[src/rtl/md_bus_pkg.sv]
// Shared definitions for the md_bus_share bus-ownership slice.
package md_bus_pkg;

    typedef enum logic [1:0] {
        ST_IDLE = 2'd0,
        ST_OWN  = 2'd1,
        ST_TURN = 2'd2
    } state_e;

    // Widest source count the slice supports; also sets the forced-select width.
    localparam int MAX_SRC = 8;
    localparam int SEL_W   = 3;

    // True when at least two bits of v are set.
    function automatic logic popcnt_ge2(input logic [MAX_SRC-1:0] v);
        logic seen;
        logic ge2;
        seen = 1'b0;
        ge2  = 1'b0;
        for (int i = 0; i < MAX_SRC; i++) begin
            if (v[i]) begin
                ge2  = ge2 | seen;
                seen = 1'b1;
            end
        end
        return ge2;
    endfunction

    // Bit pos of the one-hot decode of idx.
    function automatic logic onehot_bit(input logic [SEL_W-1:0] idx, input int pos);
        return idx == SEL_W'(pos);
    endfunction

endpackage

[src/rtl/md_rr_pick.sv]
// Next-owner picker: fixed priority (lowest index) or round-robin after the last owner.
module md_rr_pick
    import md_bus_pkg::*;
#(
    parameter int NSRC = 4,
    parameter int RR   = 0,
    localparam int IW  = $clog2(NSRC)
) (
    input  logic [NSRC-1:0] req,
    input  logic [IW-1:0]   ptr,
    output logic [IW-1:0]   idx,
    output logic            vld
);

    // Fixed priority is round-robin starting after the top index, so both share one scan.
    logic [IW-1:0] base;

    // Scan from farthest to nearest candidate so the nearest set request wins.
    always_comb begin
        base = (RR != 0) ? ptr : IW'(NSRC - 1);
        idx  = '0;
        vld  = 1'b0;
        for (int i = NSRC; i >= 1; i--) begin
            int j;
            j = (int'(base) + i) % NSRC;
            if (req[IW'(j)]) begin
                idx = IW'(j);
                vld = 1'b1;
            end
        end
    end

endmodule

[src/rtl/md_bus_share.sv]
// N-source shared-bus driver: registered ownership, turnaround, per-lane direction,
// test-mode forced routing and a contention monitor.
module md_bus_share
    import md_bus_pkg::*;
#(
    parameter int NSRC  = 4,
    parameter int W     = 16,
    parameter int LANES = 2,
    parameter int TURN  = 1,
    parameter int RR    = 0,
    parameter int CNT_W = 8
) (
    input  logic                  MCLK,
    input  logic                  SRES,
    input  logic                  MCLK_e,
    input  logic [NSRC-1:0]       req,
    input  logic [NSRC*LANES-1:0] lane_req,
    input  logic [NSRC*W-1:0]     src_data,
    input  logic                  force_en,
    input  logic [2:0]            force_sel,
    output logic [W-1:0]          bus_o,
    output logic [W-1:0]          bus_d,
    output logic [NSRC-1:0]       grant,
    output logic                  busy,
    output logic                  contend,
    output logic [CNT_W-1:0]      cont_cnt
);

    localparam int IW              = $clog2(NSRC);
    localparam int LW              = W / LANES;
    localparam logic [1:0] TURN_INIT = 2'(TURN);

    state_e             state_q, state_d;
    logic [IW-1:0]      owner_q, owner_d;
    logic [IW-1:0]      ptr_q, ptr_d;
    logic [1:0]         turn_q, turn_d;
    logic               contend_q, contend_d;
    logic [CNT_W-1:0]   cnt_q, cnt_d;
    logic               repick;
    logic [IW-1:0]      pick_idx;
    logic               pick_vld;
    logic [SEL_W-1:0]   sel;
    logic               sel_vld;
    logic [LANES-1:0]   lane_on;

    md_rr_pick #(
        .NSRC (NSRC),
        .RR   (RR)
    ) u_pick (
        .req (req),
        .ptr (ptr_q),
        .idx (pick_idx),
        .vld (pick_vld)
    );

    // Ownership FSM next state, turnaround countdown and contention monitor.
    always_comb begin
        state_d   = state_q;
        owner_d   = owner_q;
        ptr_d     = ptr_q;
        turn_d    = turn_q;
        contend_d = contend_q;
        cnt_d     = cnt_q;
        repick    = 1'b0;
        case (state_q)
            ST_IDLE: repick = 1'b1;
            ST_OWN: begin
                if (!req[owner_q]) begin
                    if (TURN > 0) begin
                        state_d = ST_TURN;
                        turn_d  = TURN_INIT;
                    end else begin
                        repick = 1'b1;
                    end
                end
            end
            ST_TURN: begin
                if (turn_q <= 2'd1) begin
                    repick = 1'b1;
                end else begin
                    turn_d = turn_q - 2'd1;
                end
            end
            default: state_d = ST_IDLE;
        endcase
        if (repick) begin
            if (pick_vld) begin
                state_d = ST_OWN;
                owner_d = pick_idx;
                ptr_d   = pick_idx;
            end else begin
                state_d = ST_IDLE;
            end
        end
        if (popcnt_ge2(MAX_SRC'(req))) begin
            contend_d = 1'b1;
            if (cnt_q != '1) begin
                cnt_d = cnt_q + CNT_W'(1);
            end
        end
    end

    // State registers advance only on enabled clock edges; reset releases the bus at once.
    always_ff @(posedge MCLK or negedge SRES) begin
        if (!SRES) begin
            state_q   <= ST_IDLE;
            owner_q   <= '0;
            ptr_q     <= '0;
            turn_q    <= '0;
            contend_q <= 1'b0;
            cnt_q     <= '0;
        end else if (MCLK_e) begin
            state_q   <= state_d;
            owner_q   <= owner_d;
            ptr_q     <= ptr_d;
            turn_q    <= turn_d;
            contend_q <= contend_d;
            cnt_q     <= cnt_d;
        end
    end

    // Pad drive: the forced source overrides the registered owner; out-of-range means released.
    always_comb begin
        if (force_en) begin
            sel     = force_sel;
            sel_vld = (int'(force_sel) < NSRC);
        end else begin
            sel     = SEL_W'(owner_q);
            sel_vld = (state_q == ST_OWN);
        end
        bus_o   = '0;
        grant   = '0;
        lane_on = '0;
        for (int i = 0; i < NSRC; i++) begin
            if (sel_vld && onehot_bit(sel, i)) begin
                bus_o    = src_data[i*W +: W];
                lane_on  = lane_req[i*LANES +: LANES];
                grant[i] = 1'b1;
            end
        end
        bus_d = '1;
        for (int k = 0; k < LANES; k++) begin
            bus_d[k*LW +: LW] = {LW{~lane_on[k]}};
        end
    end

    assign busy     = (state_q == ST_OWN);
    assign contend  = contend_q;
    assign cont_cnt = cnt_q;

endmodule
[config.mk]
export PLATFORM = sky130hd
export DESIGN_NAME = md_bus_share
export DESIGN_NICKNAME = d
export VERILOG_FILES = /design/src/rtl/md_bus_pkg.sv /design/src/rtl/md_rr_pick.sv /design/src/rtl/md_bus_share.sv
export SDC_FILE = /design/constraint.sdc
export NUM_CORES = 1
export LEC_CHECK = 0
export BUFFER_PORTS_ARGS = -buffer_cell sky130_fd_sc_hd__buf_2
export CELL_PAD_IN_SITES_DETAIL_PLACEMENT = 0
export CELL_PAD_IN_SITES_GLOBAL_PLACEMENT = 1
export CORE_MARGIN = 8
export CORE_UTILIZATION = 28
export DETAILED_ROUTE_END_ITERATION = 10
export PLACE_DENSITY = 0.89
export SLEW_MARGIN = 20
export SYNTH_ARGS = -nofsm -noshare
export SYNTH_HDL_FRONTEND = slang
export SYNTH_SLANG_ARGS = --single-unit
[constraint.sdc]
create_clock -name MCLK -period 3.3 [get_ports MCLK]
set_input_delay 0.165 -clock MCLK [delete_from_list [all_inputs] [get_ports MCLK]]
set_output_delay 0.165 -clock MCLK [all_outputs]
set_load 0.02 [all_outputs]
==> run metrics <==
asr flop ratio synth=between 90% and 100%; synth-to-layout area growth=41.2%; clock sinks=14; Setup Skew=3.83 ps; initial antenna violation count=0; sw frac=50.0%; outcome=finished, final reports clean; wire length on met1=between 2 and 2.5 mm; DP Wirelength=4.19 mm; Worst Hold Class=in -> reg; syn_nets=between 200 and 300; Highest Signal Layer=met4; final slew viol count=0; clock-pin slew on the worst setup and hold paths=50 ps; Yosys cell types=39; Slowest cell on crit path=o21ai_2; CP max stage delay=760 ps; cell area after synthesis=between 1500 and 2000 µm²; synth top area cells=dfrtp_1, mux2i_1, a221oi_2; Post-synth top flop=dfrtp_1; WL met2=2.26 mm; grt ovf=0; cell taking the most area after synthesis=dfrtp_1; GRT Overall Usage=11.7%; Syn Area/Cell=9.32 µm²; fin util=39.9%; Row Count=27; combinational power share=64.1%; Worst-Skew Late Latency=~240 ps; endpoints failing setup=0; static leakage=between 1 and 1.5 nW; Int Pwr=approximately 0.00066 W; DRT iter0 DRCs=63; Startpoint Class=register; post-synth top area share=between 20 and 25%; YS warnings=0; Initial Utilization=between 20% and 30%; # Post-CTS Setup Buffers=0; TNS Setup=0 ps; clk root buf=clkbuf_8; Mapped Cells=about 160; part of the power in registers=25.4%; top-count cell post-synth=mux2i_1; post-synthesis sequential area ratio=around 23%; Critical Path AT=2440 ps; H-tree depth=1; via count=between 1500 and 2000; routability cong.=0.820; Pre-antenna DRT Iters=4; DRC violations left=0; unrepaired setup endpoints after global routing=no; Rel. slew slack=34.1%; core area=approximately 5400 µm²; Final nets=roughly 370; met3 WL post-DR=approximately 460 µm; n_diodes=0; DP Area=between 2000 and 2500 µm²; flops & latches, synth=14; CTS tree=built; Peak VDD IR=roughly 0.41 mV; DR vias/cell=between 4 and 5; CTS max path bufs=2; critical path required time=around 3100 ps; number of port buffers=roughly 130; min Tclk post-route=roughly 2600 ps; Hold Violations, Final=0; number of fill cells=between 500 and 600; switching pwr=approximately 0.00066 W; Max-Cap Viols=0; design area=around 2200 µm²; CP Capture Type=output port; vias in the first global route=between 1500 and 2000; ANT nets after route=0; Pwr Density=between 600 and 700 nW/µm²; worst setup path category=reg -> out; Max Fclk=385 MHz; period utilisation layout=slightly below 80%; Post-synth EDFFs=0; final WL=around 5.0 mm; num ports=approximately 130; die width=89.9 µm; list of most frequent post-synthesis cells=mux2i_1, a21oi_1, buf_4; Worst-Margin Slew=slightly below 1000 ps; share of cells above drive strength 1=about 55%; Crit Path Max Fanout=19; Num CTS Buffers=3; pin count of the biggest net entering global routing=38; wire per inst=~14 µm; worst path cell trace=inv_1 > ha_1 > nand2_1 > o21ai_2 > a221oi_1 > a21o_1 > buf_2; Die Y=89.9 µm; clock power share=around a tenth; die area=just over 8000 µm²; register area=between 300 and 400 µm²; area of the multi-input gates=981 µm²; first-pass GRT wire length=around 8.1 mm
cells by family after synthesis:
family,count (synthesis),synth area share (%)
AOI/OAI and AO/OA,52,29.0
xor gates and xnor gates,3,1.72
adders and majority gates,7,5.65
buffers and inverters,32,12.9
DFF,14,22.9
muxes,27,17.9
and+or+nand+nor,29,9.90
state kept, by name, summed over array words and instances (netlist names):
name and cells:
turn_q 2, cont_cnt 8, state_q 2, contend 1, owner_q 1
power groups by stage:
stage,clock (W),sequential (W),combinational (W)
detailed placement,0,0.000336,0.000856
floorplan,0,0.000380,0.000584
global placement,0,0.000335,0.000839
finish,0.000138,0.000333,0.000843
global route,0.000148,0.000348,0.000934
CTS,0.000144,0.000335,0.000858
layer usage:
metal,track usage [%],up-vias
met1,14.1,733
met3,3.82,4
met4,2.08,0
li1,-,828
met2,19.8,86
met5,0,-
cells in the final DEF (no fill, tap or decap), drive strengths merged:
cell and instances:
ha 6, nor2b 1, a2111oi 1, maj3 1
mux2 3, and2 1, dfrtp 14, dlygate4sd3 1
a22o 1, nand2 9, o31a 1, nor3 4
nor2 7, xor2 3, mux2i 24, a21o 2
clkbuf 3, o211ai 1, nand4b 1, or2b 1
a21boi 1, buf 129, a221oi 18, nor4 1
a21oi 19, a31oi 2, o21ai 6, nand4bb 1
nand3 1, and3 2, inv 10
worst paths after layout:
| kind | start | end | slack [ps] | cells after the start |
|---|---|---|---|---|
| max | state_q[1] | bus_d[3] | 700 | 7 |
| min | req[0] | owner_q[0] | 150 | 2 |
| max reg2reg | state_q[0] | turn_q[0] | 1640 | 5 |
| min reg2reg | contend | contend | 470 | 1 |
| max in group asynchronous | SRES | state_q[1] | 2700 | 2 |
| min in group asynchronous | SRES | cont_cnt[1] | 350 | 2 |
cell type report:
type | instances | area share [%]
timing repair buffer | 130 | 30.5
multi-input combinational | 118 | 45.4
clock buffer | 3 | 1.91
tap | 72 | 4.17
sequential | 14 | 16.2
inverter | 10 | 1.74
what timing repair did:
action                                 4_1_cts  5_1_grt
hold buffers                                 1        0
endpoints found under the hold margin       14        0
resized for setup                            0        0
stage by stage:
stage                     std cells  hold WS [ps]  worst slack (ps)  power (W)
after floorplan                 164          -131              1280   0.000964
after global placement          343          78.3              1010    0.00117
after detailed placement        343          80.9               907    0.00119
after CTS                       347           151               641    0.00134
after global routing            347           167               495    0.00143
final                           347           150               700    0.00131
critical path, delay by kind of cell (launching register included):
| kind | cells | cell delay [ps] |
|---|---|---|
| AO/OA/AOI/OAI | 3 | 1230 |
| flip-flops | 1 | 390 |
| buffers and inverters | 2 | 280 |
| adder cells (fa/ha/maj) | 1 | 210 |
| AND/OR/NAND/NOR | 1 | 80 |
Power figures use the tool's default switching activity.
